File: config.mk
export PLATFORM = sky130hd
export DESIGN_NAME = id_ex_stage
export DESIGN_NICKNAME = d
export VERILOG_FILES = /design/src/rtl/id_ex_stage.sv
export SDC_FILE = /design/constraint.sdc
export NUM_CORES = 1
export LEC_CHECK = 0
export BUFFER_PORTS_ARGS = -buffer_cell sky130_fd_sc_hd__buf_4
export CAP_MARGIN = 20
export CORE_UTILIZATION = 28
export DETAILED_ROUTE_END_ITERATION = 16
export SLEW_MARGIN = 20
export SYNTH_ARGS = -nofsm -noshare
export SYNTH_HDL_FRONTEND = slang
export SYNTH_SLANG_ARGS = --single-unit
File: constraint.sdc
create_clock -name clk -period 3.1 [get_ports clk]
set_clock_uncertainty 0.15 [all_clocks]
set_input_delay 0.155 -clock clk [delete_from_list [all_inputs] [get_ports clk]]
set_output_delay 0.155 -clock clk [all_outputs]
set_load 0.02 [all_outputs]
File: src/rtl/id_ex_stage.sv
// ID/EX pipeline register with load-use hazard detection, branch flush and
// downstream hold; counts inserted load-use bubbles.
module id_ex_stage #(
  parameter int DATA_WIDTH    = 32,
  parameter int REGADDR_WIDTH = 5
) (
  input  logic                     clk,
  input  logic                     rst_n,
  input  logic                     id_valid,
  input  logic [DATA_WIDTH-1:0]    pc_id,
  input  logic [REGADDR_WIDTH-1:0] rs1_addr_id,
  input  logic [REGADDR_WIDTH-1:0] rs2_addr_id,
  input  logic [REGADDR_WIDTH-1:0] rd_addr_id,
  input  logic [DATA_WIDTH-1:0]    rs1_data_id,
  input  logic [DATA_WIDTH-1:0]    rs2_data_id,
  input  logic [DATA_WIDTH-1:0]    imm_id,
  input  logic [8:0]               ctrl_id,
  input  logic                     flush_ex,
  input  logic                     ex_hold,
  output logic                     stall_id,
  output logic                     ex_valid,
  output logic [DATA_WIDTH-1:0]    pc_ex,
  output logic [DATA_WIDTH-1:0]    rs1_data_ex,
  output logic [DATA_WIDTH-1:0]    rs2_data_ex,
  output logic [DATA_WIDTH-1:0]    imm_ex,
  output logic [REGADDR_WIDTH-1:0] rs1_addr_ex,
  output logic [REGADDR_WIDTH-1:0] rs2_addr_ex,
  output logic [REGADDR_WIDTH-1:0] rd_addr_ex,
  output logic [8:0]               ctrl_ex,
  output logic                     regs_write_ex,
  output logic                     mem_read_ex,
  output logic [15:0]              bubble_cnt
);

  localparam logic [REGADDR_WIDTH-1:0] ZERO_ADDR = {REGADDR_WIDTH{1'b0}};

  logic                     ex_valid_r;
  logic [DATA_WIDTH-1:0]    pc_ex_r;
  logic [DATA_WIDTH-1:0]    rs1_data_ex_r;
  logic [DATA_WIDTH-1:0]    rs2_data_ex_r;
  logic [DATA_WIDTH-1:0]    imm_ex_r;
  logic [REGADDR_WIDTH-1:0] rs1_addr_ex_r;
  logic [REGADDR_WIDTH-1:0] rs2_addr_ex_r;
  logic [REGADDR_WIDTH-1:0] rd_addr_ex_r;
  logic [8:0]               ctrl_ex_r;
  logic                     regs_write_ex_r;
  logic                     mem_read_ex_r;
  logic [15:0]              bubble_cnt_r;
  logic                     hz_s;
  logic                     stall_s;

  // Load-use hazard detection and ID stall request (stall is masked in reset)
  always_comb begin
    hz_s    = 1'b0;
    stall_s = 1'b0;
    if (ex_valid_r && mem_read_ex_r && (rd_addr_ex_r != ZERO_ADDR) && id_valid &&
        ((rd_addr_ex_r == rs1_addr_id) || (rd_addr_ex_r == rs2_addr_id))) begin
      hz_s = 1'b1;
    end else begin
      hz_s = 1'b0;
    end
    if (rst_n) begin
      stall_s = ex_hold | (hz_s & ~flush_ex);
    end else begin
      stall_s = 1'b0;
    end
  end

  // Pipeline register update: flush > hold > load-use bubble > normal load
  always_ff @(posedge clk or negedge rst_n) begin
    if (!rst_n) begin
      ex_valid_r      <= 1'b0;
      pc_ex_r         <= {DATA_WIDTH{1'b0}};
      rs1_data_ex_r   <= {DATA_WIDTH{1'b0}};
      rs2_data_ex_r   <= {DATA_WIDTH{1'b0}};
      imm_ex_r        <= {DATA_WIDTH{1'b0}};
      rs1_addr_ex_r   <= ZERO_ADDR;
      rs2_addr_ex_r   <= ZERO_ADDR;
      rd_addr_ex_r    <= ZERO_ADDR;
      ctrl_ex_r       <= 9'd0;
      regs_write_ex_r <= 1'b0;
      mem_read_ex_r   <= 1'b0;
      bubble_cnt_r    <= 16'd0;
    end else if (flush_ex) begin
      ex_valid_r      <= 1'b0;
      ctrl_ex_r       <= 9'd0;
      regs_write_ex_r <= 1'b0;
      mem_read_ex_r   <= 1'b0;
    end else if (ex_hold) begin
      ex_valid_r      <= ex_valid_r;
    end else if (hz_s) begin
      ex_valid_r      <= 1'b0;
      ctrl_ex_r       <= 9'd0;
      regs_write_ex_r <= 1'b0;
      mem_read_ex_r   <= 1'b0;
      if (bubble_cnt_r != 16'hFFFF) begin
        bubble_cnt_r <= bubble_cnt_r + 16'd1;
      end else begin
        bubble_cnt_r <= bubble_cnt_r;
      end
    end else begin
      ex_valid_r      <= id_valid;
      pc_ex_r         <= pc_id;
      rs1_data_ex_r   <= rs1_data_id;
      rs2_data_ex_r   <= rs2_data_id;
      imm_ex_r        <= imm_id;
      rs1_addr_ex_r   <= rs1_addr_id;
      rs2_addr_ex_r   <= rs2_addr_id;
      rd_addr_ex_r    <= rd_addr_id;
      ctrl_ex_r       <= id_valid ? ctrl_id : 9'd0;
      // qualified flags are precomputed so they leave the stage registered
      regs_write_ex_r <= id_valid & ctrl_id[1] & (rd_addr_id != ZERO_ADDR);
      mem_read_ex_r   <= id_valid & ctrl_id[3];
    end
  end

  assign stall_id      = stall_s;
  assign ex_valid      = ex_valid_r;
  assign pc_ex         = pc_ex_r;
  assign rs1_data_ex   = rs1_data_ex_r;
  assign rs2_data_ex   = rs2_data_ex_r;
  assign imm_ex        = imm_ex_r;
  assign rs1_addr_ex   = rs1_addr_ex_r;
  assign rs2_addr_ex   = rs2_addr_ex_r;
  assign rd_addr_ex    = rd_addr_ex_r;
  assign ctrl_ex       = ctrl_ex_r;
  assign regs_write_ex = regs_write_ex_r;
  assign mem_read_ex   = mem_read_ex_r;
  assign bubble_cnt    = bubble_cnt_r;

endmodule
==> impl_results.md, run 1 <==
* Area Overhead vs Synth at 71.0%
* Clock buffer depth at 2
* Port Buffers at around 330
* Chip width at 161 um
* Slew Limit Fails at 0
* Seq/Total Area, Yosys at between 50% and 60%
* Gpl congestion at between 0.7 and 0.8
* Hold path startpoint: flush_ex
* Layout cells sized above 1 at 53.8%
* Number of max-cap violations at 0
* Clock transition at path regs at 0.08 ns
* Post-route setup TNS at 0 ns
* Post-layout util at 48.6%
* HP Class: input pin to register
* Crit Path Max Fanout at 16
* Total nets after synthesis at roughly 610
* Pwr Density at 541 mW/mm2
* Net switching power at between 1.5 and 2 mW
* Final instance area at around 0.012 mm2
* Via Count at 5577
* Final Cycle Share at about nine tenths
* Worst Setup SP: rd_addr_ex[0]
* EDFF count, synth at 0
* Setup crit end kind: output port
* Clk_lat worst skew at 0.43 ns
* First-pass GRT wire length at ~32 mm
* Post-DP HPWL at ~13 mm
* Nets@finish at between 1000 and 1500
* Largest cells by area after synthesis: dfrtp_1, mux2_4, mux2_2
* Pin count of the biggest net entering global routing at 105
* Cell Area, Placed at around 0.0099 mm2
* Fraction of registers with async set/reset at 100%
* Power Total at 6.58 mW
* I/O pins at 329
* Die Ht at 161 um
* CTS tree: done
* Crit start category: register
* Average cell area after synthesis at 15.9 um2
* Top cell type's share of synthesized area at around 60%
* Drt wl/cell at around 16 um
* Inserted Clock Buffers at 17
* Synth Instances at 448
* Status: finished, final reports clean
* Total GRT Usage at around 16%
* Fraction of power consumed by sequential logic at between 40 and 50%
* Initial antenna violation count at 0
* Peak supply drop at a little over 300 uV
* Net Sw Frac at 30.0%
* H-tree depth at 4
* Core area at 0.0250 mm2
* Flop2flop setup slack at roughly 0.41 ns
* Rel. slew slack at 52.2%
* Ant diodes at 0
* Final setup viols at 0
* DR vias/cell at 4.31
* Synth unique cells at 31
* Top_reg_cell synth: dfrtp_1
* Min cycle time layout at roughly 2.7 ns
* #FFs+latches synth at 170
* Internal at 4.61 mW
* Worst r2r src: rd_addr_ex[0]
* Crit path kind: register to output port
* Leakage at between 5 and 6 nW
* Pre-CTS WS at between 0.4 and 0.5 ns
* TritonRoute pass-1 iters at 4
* Leading area contributor after synthesis: dfrtp_1
* Yosys warning count at 0
* Post-DRT Antenna Nets at 0
* Initial drt markers at 235
* Most frequent cells after synthesis: dfrtp_1, mux2_2, mux2_4, xnor2_1, nand2_1
* Combinational share of power at a little over a quarter
* Total grt overflow at 0
* Die area at 0.0261 mm2
* Post-CTS setup buffer count at 0
* Post-Route WL at around 20 mm
* Clock Power Share at between 30% and 40%
* RSZ-0062 raised after global routing: no
* Fmax at 364 MHz
* Final worst slack at about 0.35 ns
* Cell area after synthesis at between 0.007 and 0.008 mm2
* CP Data Required Time at around 2.8 ns
* Cell with the most instances after synthesis: dfrtp_1
* Num rows at 58
* Initial Util at between 20% and 30%
* Worst-Margin Slew at between 0.7 and 0.8 ns
* Clk sink count at 170
* DRC at 0
* Final Hold Fails at 0
* Vias in the first global route at 6074
* Worst EP arrival at ~2.4 ns
* CTS root buffer: clkbuf_16
## power by group through the flow
stage	registers (mW)	clock network, mW	logic [mW]
finish	2.67	2.18	1.73
global route	2.71	2.35	1.83
CTS	2.67	2.26	1.74
detailed placement	2.71	0	1.57
global placement	2.70	0	1.56
floorplan	3.05	0	0.463
## registers in the layout, indices dropped and copies added, names as in the netlist, 5 cells and up
name and count:
imm_ex 32, pc_ex 32, rs1_data_ex 32, rs2_data_ex 32, bubble_cnt 16, ctrl_ex 9, rd_addr_ex 5, rs1_addr_ex 5
rs2_addr_ex 5
## kinds of logic after synthesis
kind of cell	synth area share [%]
XOR/XNOR	3.07
AND/OR/NAND/NOR	5.32
adder cells (fa/ha/maj)	0.176
multiplexers	26.5
AO/OA/AOI/OAI	1.67
flip-flops	59.7
buffers and inverters	3.57
## routing by layer
| metal | track usage (%) | vias to the layer above | share of wire (%) |
|---|---|---|---|
| met1 | 18.5 | 2724 | 42 |
| met3 | 4.67 | 29 | 7.3 |
| met5 | 0 | - | 0 |
| met4 | 5.32 | 0 | 2.0 |
| met2 | 26.7 | 227 | 49 |
| li1 | - | 2597 | - |
## critical path: stages, from the launching register on
cell and delay, ns:
dfrtp_1 0.48, xnor2_1 0.19, nand3_1 0.11, o22ai_2 0.25
buf_4 0.25, and2_1 0.40, a22o_1 0.20, buf_4 0.13
## cells in the final DEF (no fill, tap or decap), drive strengths merged
cell,n
o2111ai,1
nand4b,1
clkbuf,17
mux2,144
bufinv,1
nand3,8
a21boi,1
dlygate4sd3,168
or4,2
nand3b,10
nor4,2
clkinv,4
dfrtp,170
nor3,1
o21a,1
clkinvlp,2
a22o,1
and2,2
ha,1
inv,10
nor2b,3
nand4,14
xnor2,25
buf,337
nand2,15
o21ai,11
or2,1
o22ai,1
o31ai,1
and3,3
nor2,5
## repair_timing
item | CTS | global route
hold endpoints to repair | 220 | 0
hold buffers | 168 | 0
resized for setup | 0 | 0
## layout make-up
cell class / instances / area (um2)
flip-flops and latches: 170 / 4250
clock buffers: 17 / 425
inverters: 2 / 7.51
fillers: 2163 / 12900
repair buffers: 505 / 4280
multi-input cells: 254 / 2620
well taps: 330 / 413
clock inverters: 15 / 176
## per-stage QoR
stage / hold slack (ns) / cells
5_1_grt: 0.0742 / 1293
3_3_place_gp: 0.0548 / 1093
6_report: 0.0290 / 1293
3_5_place_dp: 0.0433 / 1093
4_1_cts: 0.00155 / 1293
2_1_floorplan: -0.291 / 448
## worst paths after layout
check | end | cells past startpoint
worst max register to register | ctrl_ex[3] | 7
worst min-delay path | ctrl_ex[0] | 4
worst max-delay path | stall_id | 7
min in group asynchronous | bubble_cnt[13] | 2
max in group asynchronous | pc_ex[15] | 3
worst min register to register | ctrl_ex[0] | 2
Note: power is estimated with default switching activity, not from simulation.
==> run 2: changes to the inputs <==
--- a/config.mk
+++ b/config.mk
@@ -7,9 +7,11 @@
 export LEC_CHECK = 0
 export BUFFER_PORTS_ARGS = -buffer_cell sky130_fd_sc_hd__buf_4
 export CAP_MARGIN = 20
-export CORE_UTILIZATION = 28
+export CORE_AREA = 2 2 127 129
 export DETAILED_ROUTE_END_ITERATION = 16
-export SLEW_MARGIN = 20
+export DIE_AREA = 0 0 129 131
+export MAX_ROUTING_LAYER = met4
+export PLACE_DENSITY = 0.79
 export SYNTH_ARGS = -nofsm -noshare
 export SYNTH_HDL_FRONTEND = slang
 export SYNTH_SLANG_ARGS = --single-unit
==> impl_results.md, run 2 (synthesis gave the netlist of run 1 again) <==
* Ant diodes at 0 (unchanged)
* CTS tree: done
* Worst r2r src: rd_addr_ex[2]
* Post-DRT Antenna Nets at 0 (unchanged)
* Final instance area at 0.0119 mm2 (-1.9%)
* DP Cell Count at 975 (-11%)
* HP Class: input pin to register
* Rel. slew slack at 49.5% (-2.7 points)
* Setup crit end kind: register
* Depth of the worst register-to-register path at 5 (-2)
* Initial antenna violation count at 0 (unchanged)
* CTS root buffer: clkbuf_16
* I/O pins at 329 (unchanged)
* Vias in the first global route at 6238 (+2.7%)
* CP max-delay cell: or4_4
* Crit start category: register
* WHS Path Cells at 4 (unchanged)
* Worst-Margin Slew at 0.752 ns (+0.0405 ns)
* Die Ht at 131 um (-19%)
* Total grt overflow at 0 (unchanged)
* Post-Route WL at 22.8 mm (+13%)
* Peak supply drop at 349 uV (+16%)
* Clk_lat worst skew at 0.42 ns (about the same)
* Core area at 0.0156 mm2 (-38%)
* Pin count of the biggest net entering global routing at 92 (-12%)
* First-pass GRT wire length at 33.9 mm (+6.0%)
* Reg-to-Reg End: rs1_data_ex[22]
* Status: finished, final reports clean
* CP max stage delay at 0.55 ns (+0.07 ns)
* Net Sw Frac at 28.9% (-1.0 points)
* Commonest non-fill, non-tap cell in the layout: buf_4
* Chip width at 129 um (-20%)
* Post-DP HPWL at 13.5 mm (+0.62%)
* Fmax at 370 MHz (+1.8%)
* DRC at 0 (unchanged)
* Hold path startpoint: flush_ex
* Drt wl/cell at 19.5 um (+25%)
* Number of max-cap violations at 0 (unchanged)
* Final Hold Fails at 0 (unchanged)
* Num rows at 46 (-21%)
* Power Total at 6.68 mW (+1.5%)
* Critical-path cell list: or4_4 > o21a_4 > a21boi_4 > buf_12 > mux2_2
* RSZ-0062 raised after global routing: no
* Slew Limit Fails at 0 (unchanged)
* Final Non-Filler Cells at 1170 (-9.5%)
* WHS Endpoint: ctrl_ex[0]
* Final setup viols at 0 (unchanged)
* Layout cells sized above 1 at 53.7% (-0.12 points)
* Most frequent cells in the layout: buf_4, dfrtp_1, dlygate4sd3_1, mux2_2, mux2_4
* Fraction of power consumed by sequential logic at 40.5% (about the same)
* Leakage at 5.66 nW (-0.74%)
* Crit path kind: register to register
* CP Data Required Time at 3.25 ns (+0.46 ns)
* Clock buffer depth at 2 (unchanged)
* Clock transition at path regs at 0.07 ns (about the same)
* Internal at 4.75 mW (+3.0%)
* Clock Power Share at 33.1% (about the same)
* Port Buffers at 328 (unchanged)
* Inserted Clock Buffers at 17 (unchanged)
* Nets@finish at 1100 (-0.72%)
* Die area at 0.0169 mm2 (-35%)
* Initial drt markers at 343 (+46%)
* Min cycle time layout at 2.70 ns (-0.0493 ns)
* Final Cycle Share at 87.1% (-1.6 points)
* CTS resizes at 0 (unchanged)
* Flop2flop setup slack at 0.40 ns (about the same)
* H-tree depth at 4 (unchanged)
* Total GRT Usage at 27.1% (+12 points)
* Pwr Density at 560 mW/mm2 (+3.5%)
* DR vias/cell at 4.95 (+15%)
* Net switching power at 1.93 mW (-2.0%)
* Cell Area, Placed at 0.00969 mm2 (-2.0%)
* Initial Util at 45.7% (+17 points)
* Gpl congestion at 0.843 (+13%)
* Worst EP arrival at 2.85 ns (+0.41 ns)
* Area Overhead vs Synth at 67.7%
* Crit Path Max Fanout at 74 (+58)
* Combinational share of power at 26.4% (about the same)
* Clk sink count at 170 (unchanged)
* TritonRoute pass-1 iters at 4 (unchanged)
* Via Count at 5793 (+3.9%)
* Post-route setup TNS at 0 ns (unchanged)
==> run 2: changes by cell type in the layout (fill, tap and decap cells not counted), moves of 2 or more <==
cell	before	now
buf_12	5	3
dlygate4sd3_1	168	164
buf_4	331	329
bufinv_16	1	3
inv_8	3	0
clkinv_8	3	0
==> run 2: worst max-delay path by stage <==
stage          slack, ns              end  cells after the start          start
6_report            0.40  rs1_data_ex[22]                      5  rd_addr_ex[2]
5_1_grt             0.33  rs1_data_ex[22]                      5  rd_addr_ex[2]
4_1_cts             0.43  rs1_data_ex[22]                      5  rd_addr_ex[2]
3_5_place_dp        0.45  rs1_data_ex[21]                      5  rd_addr_ex[2]
3_3_place_gp        0.50        imm_ex[3]                      5  rd_addr_ex[1]
2_1_floorplan       0.68       imm_ex[13]                      7  rd_addr_ex[1]
==> run 2: critical path, delay by kind of cell (launching register included) <==
family | cells | cell delay [ns]
AOI/OAI and AO/OA | 2 | 0.47
buffers and inverters | 1 | 0.40
DFF | 1 | 0.46
muxes | 1 | 0.42
and+or+nand+nor | 1 | 0.55
==> run 2: through the flow <==
stage	hold WS, ns	util, %	worst slack (ns)
global placement	-0.124	62.2	0.503
floorplan	-0.291	-	0.682
global route	0.0333	76.6	0.335
CTS	0.00109	76.6	0.427
detailed placement	-0.122	62.2	0.454
finish	0.0252	76.6	0.400
==> run 2: metal layers <==
metal | track usage, % | vias up | wire length [um]
met5 | - | - | 0
met4 | 9.21 | 0 | 518
met3 | 5.90 | 43 | 1390
met2 | 47.1 | 286 | 12000
met1 | 31.3 | 2900 | 8850
li1 | - | 2564 | -
==> run 2: final cells by class <==
| type | instances | area (um2) |
|---|---|---|
| multi-input cells | 254 | 2620 |
| well taps | 216 | 270 |
| flip-flops and latches | 170 | 4250 |
| inverters | 2 | 7.51 |
| clock buffers | 19 | 443 |
| clock inverters | 12 | 161 |
| fillers | 886 | 3660 |
| repair buffers | 497 | 4180 |
==> run 2: timing repair <==
item                      4_1_cts  5_1_grt
setup buffers                   0        0
hold buffers                  164        0
hold endpoints to repair      324        0
==> run 2: power groups by stage <==
stage	Clock, mW	Combinational [mW]	Sequential (mW)
2_1_floorplan	0	0.463	3.05
3_3_place_gp	0	1.52	2.70
3_5_place_dp	0	1.56	2.72
4_1_cts	2.21	1.74	2.68
5_1_grt	2.34	1.85	2.74
6_report	2.21	1.76	2.71
==> run 3: changes to the inputs <==
--- a/config.mk
+++ b/config.mk
@@ -12,6 +12,7 @@
 export DIE_AREA = 0 0 129 131
 export MAX_ROUTING_LAYER = met4
 export PLACE_DENSITY = 0.79
+export REMOVE_ABC_BUFFERS = 1
 export SYNTH_ARGS = -nofsm -noshare
 export SYNTH_HDL_FRONTEND = slang
 export SYNTH_SLANG_ARGS = --single-unit
==> impl_results.md, run 3 (synthesis gave the netlist of run 1 again) <==
* Status: finished, final reports clean
* FF/Latch Area at 0.00425 mm2 (unchanged)
* Post-Route WL at 23.4 mm (+2.4%)
* Final hold slack at 0.0469 ns (+0.0217 ns)
* Initial antenna violation count at 1 (+1)
* Most used cell, CP: buf_4
* Pwr Density at 549 mW/mm2 (-1.9%)
* CP Data Required Time at 2.79 ns (-0.46 ns)
* Crit path kind: register to output port
* Commonest non-fill, non-tap cell in the layout: buf_4
* Fill cell total of the finished layout at 879 (-0.79%)
* Clock transition at path regs at 0.07 ns (about the same)
* Die Ht at 131 um (unchanged)
* TritonRoute pass-1 iters at 4 (unchanged)
* Chip width at 129 um (unchanged)
* Worst EP arrival at 2.44 ns (-0.41 ns)
* Core area at 0.0156 mm2 (unchanged)
* Setup crit end kind: output port
* Critical-path cell list: xnor2_1 > nand3_1 > o22ai_2 > buf_4 > and2_1 > a22o_1 > buf_4
* Crit start category: register
* Leakage at 5.63 nW (-0.42%)
* Via Count at 5818 (+0.43%)
* I/O pins at 329 (unchanged)
* First-pass GRT wire length at 34.9 mm (+3.1%)
* Post-CTS setup buffer count at 0 (unchanged)
* Final setup viols at 0 (unchanged)
* Number of max-cap violations at 0 (unchanged)
* Port Buffers at 328 (unchanged)
* Peak supply drop at 379 uV (+8.5%)
* DR vias/cell at 4.96 (+0.26%)
* Total grt overflow at 0 (unchanged)
* Clk_lat worst skew at 0.42 ns (about the same)
* Final Cycle Share at 88.6% (+1.5 points)
* Total GRT Usage at 28.1% (+1.0 points)
* Area Overhead vs Synth at 67.2%
* Final Hold Fails at 0 (unchanged)
* Num rows at 46 (unchanged)
* Post-DP HPWL at 13.6 mm (+0.53%)
* Post-DRT Antenna Nets at 0 (unchanged)
* Clock buffer depth at 2 (unchanged)
* Slew Limit Fails at 0 (unchanged)
* Worst-Margin Slew at 0.817 ns (+0.0650 ns)
* Nets@finish at 1099 (-0.091%)
* Rel. slew slack at 45.1% (-4.4 points)
* Multi-input logic area at 0.00262 mm2 (unchanged)
* Pin count of the biggest net entering global routing at 88 (-4.3%)
* Vias in the first global route at 6386 (+2.4%)
* Drt wl/cell at 19.9 um (+2.3%)
* CTS tree: done
* CTS root buffer: clkbuf_16
* Fmax at 364 MHz (-1.7%)
* H-tree depth at 4 (unchanged)
* Clk sink count at 170 (unchanged)
* Crit Path Max Fanout at 16 (-78%)
* Inserted Clock Buffers at 17 (unchanged)
* HP Class: input pin to register
* DRC at 0 (unchanged)
* CP max-delay cell: dfrtp_1
* Most frequent cells in the layout: buf_4, dfrtp_1, dlygate4sd3_1, mux2_2, mux2_4
* Initial drt markers at 305 (-11%)
* Die area at 0.0169 mm2 (unchanged)
* CP max stage delay at 0.47 ns (-0.08 ns)
* Initial Util at 45.7% (unchanged)
* Gpl congestion at 0.866 (+2.7%)
* Post-layout util at 76.4% (-0.19 points)
* RSZ-0062 raised after global routing: no
* Layout cells sized above 1 at 54.1% (+0.42 points)
* Min cycle time layout at 2.75 ns (+0.0468 ns)
run 3: area by class of cell:
| type | count | share of cell area (%) |
|---|---|---|
| Clock buffer | 19 | 3.72 |
| Inverter | 2 | 0.0630 |
| Tap cell | 216 | 2.27 |
| Sequential cell | 170 | 35.7 |
| Timing Repair Buffer | 496 | 35.2 |
| Multi-Input combinational cell | 254 | 22.0 |
| Antenna cell | 2 | 0.0420 |
| Clock inverter | 13 | 0.998 |
run 3: worst max-delay path: cells and delay by family (launching register included):
family / cells / cell delay, ns
compound gates: 2 / 0.44
buf+inv: 2 / 0.39
flops: 1 / 0.47
simple gates: 2 / 0.51
xor+xnor: 1 / 0.20
run 3: worst paths after layout:
check / from / endpoint / slack, ns / cells after the start
hold / removal: flush_ex / ctrl_ex[0] / 0.05 / 4
min in group asynchronous: rst_n / rs1_data_ex[22] / 0.09 / 2
setup reg to reg: rd_addr_ex[1] / pc_ex[21] / 0.38 / 6
setup / recovery: rd_addr_ex[0] / stall_id / 0.35 / 7
max in group asynchronous: rst_n / rs1_data_ex[24] / 1.78 / 3
hold reg to reg: ctrl_ex[8] / ctrl_ex[8] / 0.34 / 2
run 3: timing repair:
action	4_1_cts	5_1_grt
hold buffers	160	0
gates resized for setup	0	0
endpoints found under the setup margin	0	0
endpoints found under the hold margin	197	0
run 3: metrics by stage:
| step | setup TNS [ns] | cells | area, um2 | setup WS [ns] | total power [mW] |
|---|---|---|---|---|---|
| finish | 0 | 1172 | 11900 | 0.354 | 6.54 |
| CTS | 0 | 1170 | 11900 | 0.365 | 6.50 |
| detailed placement | 0 | 978 | 9740 | 0.437 | 4.29 |
| global route | 0 | 1171 | 11900 | 0.205 | 6.78 |
| floorplan | -580.19 | 426 | 6880 | -4.10 | 3.52 |
| global placement | 0 | 978 | 9740 | 0.509 | 4.24 |
run 3: metal layers:
layer	vias to the layer above	wire [um]	GRT usage, %
li1	2582	-	-
met1	2920	8750	30.9
met2	263	12700	50.0
met3	53	1340	6.27
met4	0	610	10.8
met5	-	0	-
run 3: where the power goes:
| part | switching, mW | total (mW) | leakage (nW) | internal [mW] |
|---|---|---|---|---|
| Clock | 0.925 | 2.06 | 0.267 | 1.13 |
| Sequential | 0.206 | 2.71 | 2.05 | 2.50 |
| Combinational | 0.822 | 1.78 | 3.32 | 0.953 |
